===== config.mk =====
export PLATFORM = sky130hd
export DESIGN_NAME = sif_cmd_bridge
export DESIGN_NICKNAME = d
export VERILOG_FILES = /design/src/rtl/sif_bridge_pkg.sv /design/src/rtl/sif_byte_ser.sv /design/src/rtl/sif_cmd_bridge.sv
export SDC_FILE = /design/constraint.sdc
export NUM_CORES = 1
export LEC_CHECK = 0
export CELL_PAD_IN_SITES_DETAIL_PLACEMENT = 0
export CELL_PAD_IN_SITES_GLOBAL_PLACEMENT = 1
export CORE_AREA = 10 10 132 134
export DETAILED_ROUTE_END_ITERATION = 10
export DIE_AREA = 0 0 142 144
export HOLD_SLACK_MARGIN = 0.03
export PLACE_DENSITY_LB_ADDON = 0.1
export RECOVER_POWER = 25
export SYNTH_ARGS = -nofsm -noshare
export SYNTH_HDL_FRONTEND = slang
export SYNTH_SLANG_ARGS = --single-unit

===== constraint.sdc =====
create_clock -name clk -period 1.6 [get_ports clk]
set_input_delay 0.32 -clock clk [delete_from_list [all_inputs] [get_ports clk]]
set_output_delay 0.32 -clock clk [all_outputs]
set_load 0.01 [all_outputs]

===== src/rtl/sif_bridge_pkg.sv =====
// ============================================================================
// sif_bridge_pkg : opcodes, ACK byte and FSM states for the SIF command bridge
// Rev 1.0
// ============================================================================
`default_nettype none

package sif_bridge_pkg;

    localparam logic [7:0] c_OPC_WR   = 8'hA5;
    localparam logic [7:0] c_OPC_RD   = 8'h5A;
    localparam logic [7:0] c_ACK_BYTE = 8'h06;

    typedef enum logic [2:0] {
        ST_IDLE  = 3'd0,
        ST_ADDR  = 3'd1,
        ST_WDATA = 3'd2,
        ST_WRITE = 3'd3,
        ST_READ  = 3'd4,
        ST_RWAIT = 3'd5,
        ST_TX    = 3'd6
    } state_t;

endpackage

`default_nettype wire


===== src/rtl/sif_byte_ser.sv =====
// ============================================================================
// sif_byte_ser : loads up to 4 bytes and streams them MSB first over valid/ready
// Rev 1.0
// ============================================================================
`default_nettype none

module sif_byte_ser (
    input  logic        clk,
    input  logic        rstn,
    input  logic        load,
    input  logic [31:0] load_word,
    input  logic [2:0]  load_cnt,
    input  logic        tx_ready,
    output logic        tx_valid,
    output logic [7:0]  tx_data,
    output logic        last_xfer
);

    logic [31:0] r_word;
    logic [2:0]  r_cnt;

    // Shifting zeros in keeps tx_data at 0 once the word has drained
    always_ff @(posedge clk or negedge rstn) begin
        if (!rstn) begin
            r_word <= '0;
            r_cnt  <= '0;
        end else if (load) begin
            r_word <= load_word;
            r_cnt  <= load_cnt;
        end else if (tx_valid && tx_ready) begin
            r_word <= {r_word[23:0], 8'h00};
            r_cnt  <= r_cnt - 3'd1;
        end
    end

    assign tx_valid  = (r_cnt != 3'd0);
    assign tx_data   = r_word[31:24];
    assign last_xfer = tx_valid && tx_ready && (r_cnt == 3'd1);

endmodule

`default_nettype wire


===== src/rtl/sif_cmd_bridge.sv =====
// ============================================================================
// sif_cmd_bridge : byte-stream command decoder driving single-word SIF accesses
// Rev 1.0
// ============================================================================
`default_nettype none

module sif_cmd_bridge
    import sif_bridge_pkg::*;
#(
    parameter int SIF_AW      = 22,
    parameter int RD_LAT      = 1,
    parameter int TIMEOUT_CYC = 65535
) (
    input  logic              clk,
    input  logic              rstn,
    input  logic              rx_valid,
    input  logic [7:0]        rx_data,
    output logic              rx_ready,
    output logic              tx_valid,
    output logic [7:0]        tx_data,
    input  logic              tx_ready,
    output logic [SIF_AW-1:0] sif_addr,
    output logic              sif_wen,
    output logic [31:0]       sif_wdata,
    output logic              sif_ren,
    input  logic [31:0]       sif_rdata,
    output logic              err_pulse
);

    localparam int TW = $clog2(TIMEOUT_CYC + 1);
    localparam int LW = $clog2(RD_LAT + 1);
    localparam logic [TW-1:0] c_TMO_LAST = TW'(TIMEOUT_CYC - 1);
    localparam logic [LW-1:0] c_LAT_LAST = LW'(RD_LAT - 1);

    state_t             r_state;
    logic [1:0]         r_cnt;
    logic               r_is_wr;
    logic [SIF_AW-1:0]  r_addr;
    logic [31:0]        r_wdata;
    logic               r_wen;
    logic               r_ren;
    logic               r_err;
    logic [TW-1:0]      r_tmo;
    logic [LW-1:0]      r_lat;

    logic               w_ld;
    logic [31:0]        w_ld_word;
    logic [2:0]         w_ld_cnt;
    logic               w_tx_last;

    assign rx_ready  = (r_state == ST_IDLE) || (r_state == ST_ADDR) || (r_state == ST_WDATA);
    assign sif_addr  = r_addr;
    assign sif_wdata = r_wdata;
    assign sif_wen   = r_wen;
    assign sif_ren   = r_ren;
    assign err_pulse = r_err;

    // Serializer is loaded on the edge that leaves WRITE or ends the read wait
    assign w_ld      = (r_state == ST_WRITE) || ((r_state == ST_RWAIT) && (r_lat == c_LAT_LAST));
    assign w_ld_word = (r_state == ST_WRITE) ? {c_ACK_BYTE, 24'h000000} : sif_rdata;
    assign w_ld_cnt  = (r_state == ST_WRITE) ? 3'd1 : 3'd4;

    always_ff @(posedge clk or negedge rstn) begin
        if (!rstn) begin
            r_state <= ST_IDLE;
            r_cnt   <= '0;
            r_is_wr <= 1'b0;
            r_addr  <= '0;
            r_wdata <= '0;
            r_wen   <= 1'b0;
            r_ren   <= 1'b0;
            r_err   <= 1'b0;
            r_tmo   <= '0;
            r_lat   <= '0;
        end else begin
            r_wen <= 1'b0;
            r_ren <= 1'b0;
            r_err <= 1'b0;
            case (r_state)
                ST_IDLE: begin
                    r_cnt <= '0;
                    r_tmo <= '0;
                    if (rx_valid) begin
                        if ((rx_data == c_OPC_WR) || (rx_data == c_OPC_RD)) begin
                            r_is_wr <= (rx_data == c_OPC_WR);
                            r_state <= ST_ADDR;
                        end else begin
                            r_err <= 1'b1;
                        end
                    end
                end
                ST_ADDR, ST_WDATA: begin
                    if (rx_valid) begin
                        r_tmo <= '0;
                        r_cnt <= r_cnt + 2'd1;
                        if (r_state == ST_ADDR) begin
                            // Upper address bits beyond SIF_AW fall off the shift
                            r_addr <= {r_addr[SIF_AW-9:0], rx_data};
                            if (r_cnt == 2'd2) begin
                                r_cnt <= '0;
                                if (r_is_wr) begin
                                    r_state <= ST_WDATA;
                                end else begin
                                    r_state <= ST_READ;
                                    r_ren   <= 1'b1;
                                end
                            end
                        end else begin
                            r_wdata <= {r_wdata[23:0], rx_data};
                            if (r_cnt == 2'd3) begin
                                r_state <= ST_WRITE;
                                r_wen   <= 1'b1;
                            end
                        end
                    end else if (r_tmo == c_TMO_LAST) begin
                        r_err   <= 1'b1;
                        r_state <= ST_IDLE;
                    end else begin
                        r_tmo <= r_tmo + TW'(1);
                    end
                end
                ST_WRITE: r_state <= ST_TX;
                ST_READ: begin
                    r_lat   <= '0;
                    r_state <= ST_RWAIT;
                end
                ST_RWAIT: begin
                    if (r_lat == c_LAT_LAST) begin
                        r_state <= ST_TX;
                    end else begin
                        r_lat <= r_lat + LW'(1);
                    end
                end
                ST_TX: begin
                    if (w_tx_last) begin
                        r_state <= ST_IDLE;
                    end
                end
                default: r_state <= ST_IDLE;
            endcase
        end
    end

    sif_byte_ser u_ser (
        .clk       (clk),
        .rstn      (rstn),
        .load      (w_ld),
        .load_word (w_ld_word),
        .load_cnt  (w_ld_cnt),
        .tx_ready  (tx_ready),
        .tx_valid  (tx_valid),
        .tx_data   (tx_data),
        .last_xfer (w_tx_last)
    );

endmodule

`default_nettype wire

==> flow_metrics.py <==
metrics = {
    "synthesis": {
        "synth_async_sr_flop_share_pct": 100,
        "syn_inst": 434,
        "synth_warnings": 0,
        "syn_avg_cell_area_sq_um": 12.0,
        "ys_ff_latch": 114,
        "syn-cell-area_sq_um": 5200,
        "ys_types": 48,
        "synth_edf_count": 0,
        "synth_ff_type": "dfrtp_1",
        "syn-num-nets": 483,
        "yosysSeqAreaShare_pct": 54.8,
    },
    "run": {
        "cap_viol_max_count": 0,
    },
    "floorplanning": {
        "core_sq_um": 14900,
        "start_util_pct": 35.0,
        "boundaryPins": 111,
        "chipHeight_um": 144,
        "die_area_sq_um": 20400,
        "num_rows": 45,
        "die_w_um": 142,
    },
    "clock_network": {
        "clk_path_buf_depth": 2,
        "cts_buffers": 17,
        "clock-root-buffer": "clkbuf_16",
        "tritoncts": "yes",
        "clkTransAtPathRegs_ns": 0.06,
        "clkSinkCount": 114,
        "ctsHtreeMaxLevel": 4,
        "worstSkewPairLatency_ns": 0.42,
    },
    "sta": {
        "setup_violations": 35,
        "fmax_mhz": 550,
        "layout_setup_ws_ns": -0.217,
        "hold_viol": 0,
        "skew_ns": 0.00617,
        "tightest_slew_ns": 0.977,
        "slew_headroom_pct": 34.9,
        "rsz0062_at_grt": "yes",
        "tns_ns": -2.56,
        "post-route-period-util_pct": 114,
        "timing.hold.ws_ns": 0.460,
        "slew_violations": 0,
        "min_period_ns": 1.82,
    },
    "route": {
        "drc": 0,
        "first_iter_violations": 142,
        "wl_um": 14200,
        "vias_per_cell": 4.85,
        "wire_per_inst_um": 17.2,
        "firstDrtPassIters": 4,
        "drtAntennaViolNets": 0,
        "num_vias": 4000,
    },
    "pwr": {
        "pwr-share-seq_pct": 32.8,
        "p_switching_mw": 4.83,
        "pwr-share-comb_pct": 42.3,
        "power_mw": 14.4,
        "powerDensity_nw_per_um2": 1790,
        "p_int_mw": 9.61,
        "p_leak_nw": 3.76,
        "pwr-share-clk_pct": 24.9,
        "switching_share_pct": 33.5,
        "vdd_drop_max_mv": 0.829,
    },
    "outcome": {
        "status": "finished, violations left",
        "failed_checks": "setup timing",
    },
    "critical_path": {
        "crit_fanout": 4,
        "path_cells": "inv_1 -> ha_2 -> nand2_2 -> or3_4 -> nor2_4 -> o21ai_2 -> mux2_4",
        "critPathCaptureType": "register",
        "cp_slowest_stage_delay_ns": 0.44,
        "arrival_ns": 2.12,
        "cp-start-kind": "register",
        "reg2reg_from": "r_tmo[0]",
        "reg2reg_slack_ns": -0.22,
        "required_ns": 1.90,
        "worst-r2r-cell-count": 7,
        "cpMaxStageDelayCell": "or3_4",
        "r2r-end": "r_state[0]",
        "path_class": "register to register",
    },
    "placed_design": {
        "gp_congestion": 0.785,
        "hpwlAfterDp_um": 9470,
        "dpl.cell_count": 776,
        "port_buffers": 110,
        "post-place-ws_ns": -0.534,
        "place_area_sq_um": 7030,
    },
    "grt": {
        "grt_usage_pct": 14.2,
        "grt_pass1_vias": 4443,
        "grt_overflow": 0,
        "grt_pass1_wl_um": 23000,
        "grt_start_max_net_pins": 77,
        "antenna_found_initial": 0,
    },
    "hold_path": {
        "whs_path_depth": 3,
        "hold_path_class": "primary input to register",
        "hold_end": "u_ser.r_word[20]",
        "hp-start": "sif_rdata[20]",
    },
    "cells_and_area": {
        "post_layout_nonfiller_instances": 824,
        "fin_nets": 672,
        "antennaDiodeCount": 0,
        "layout_common_cells": "dfrtp_1, buf_4, dlygate4sd2_1",
        "drive_gt1_share_pct": 34.7,
        "final_core_util_pct": 54.1,
        "syn_to_final_growth_pct": 54.7,
        "mostFrequentLayoutCell": "dfrtp_1",
        "fin_area_sq_um": 8050,
    },
}
[worst max-delay path, delay by kind of cell (launching register included)]
family | cells | cell delay, ns
compound gates | 1 | 0.09
fa+ha+maj | 1 | 0.17
buf+inv | 1 | 0.06
mux | 1 | 0.31
simple gates | 3 | 0.69
flops | 1 | 0.37
[final cells by class]
type | instances | area, sq um
repair buffers | 202 | 1930
clock buffers | 18 | 439
well taps | 188 | 235
fillers | 1356 | 6820
clock inverters | 14 | 133
inverters | 6 | 22.5
flip-flops and latches | 114 | 2860
multi-input cells | 282 | 2430
[what timing repair did]
action,CTS,global route
hold buffers,1,0
hold endpoints to repair,114,0
setup buffers,9,5
resized for setup,123,38
cloned,5,2
setup endpoints to repair,151,78
pin swaps,22,32
[Yosys cell counts, types with 2 or more instances]
cell | n | area (sq um)
xnor2_1 | 5 | 43.8
inv_1 | 6 | 22.5
a31oi_1 | 3 | 18.8
nand2b_1 | 4 | 25.0
a21oi_1 | 6 | 30.0
dfrtp_1 | 114 | 2850
xor2_1 | 12 | 105
ha_1 | 5 | 62.6
o21ai_1 | 5 | 25.0
buf_6 | 2 | 22.5
clkbuf_1 | 11 | 41.3
nand2_2 | 2 | 12.5
and3_1 | 7 | 43.8
and2_1 | 2 | 12.5
nand4_1 | 6 | 37.5
o2111ai_1 | 4 | 35.0
mux2i_1 | 23 | 230
buf_4 | 14 | 105
nor2_1 | 35 | 131
nor2b_1 | 4 | 25.0
mux2_2 | 58 | 653
nand2_1 | 32 | 120
nand3_1 | 9 | 45.0
a22o_1 | 8 | 70.1
o211ai_1 | 3 | 22.5
buf_2 | 5 | 25.0
or4bb_1 | 3 | 33.8
o21ai_0 | 26 | 130
[registers in the layout, indices dropped and copies added (netlist names), 2 cells and up]
signal / flops
u_ser.r_word: 32
u_ser.r_cnt: 3
r_cnt: 2
r_state: 3
sif_addr: 22
sif_wdata: 32
r_tmo: 16
[power by group through the flow]
stage / Clock (mW) / Combinational [mW] / Sequential, mW
after CTS: 3.69 / 5.90 / 4.72
after floorplan: 0 / 2.65 / 4.90
after global placement: 0 / 5.78 / 4.72
final: 3.60 / 6.11 / 4.74
after global routing: 3.83 / 6.67 / 4.93
after detailed placement: 0 / 5.83 / 4.76
[routing by layer]
metal | track usage, % | wire length [um] | vias up
met5 | 0 | 0 | -
met1 | 16.1 | 5820 | 1983
li1 | - | - | 1915
met2 | 22.7 | 6960 | 86
met3 | 6.85 | 1230 | 16
met4 | 5.16 | 156 | 0
[kinds of logic after synthesis]
family          after synthesis  share of synthesized area (%)
flops                       114                           54.8
mux                          82                           17.2
compound gates               62                           7.53
simple gates                115                           11.7
xor+xnor                     18                           3.39
fa+ha+maj                     5                           1.20
buf+inv                      38                           4.16
[how the worst max path moves through the flow]
stage,start,to,slack (ns),cells after the start
4_1_cts,r_tmo[0],r_state[0],-0.17,7
6_report,r_tmo[0],r_state[0],-0.22,7
3_3_place_gp,rx_data[2],r_state[0],-0.49,6
3_5_place_dp,rx_data[2],r_state[0],-0.53,6
5_1_grt,r_tmo[0],r_tmo[9],-0.29,8
2_1_floorplan,r_tmo[0],r_tmo[6],-0.08,8
Power figures use the tool's default switching activity.
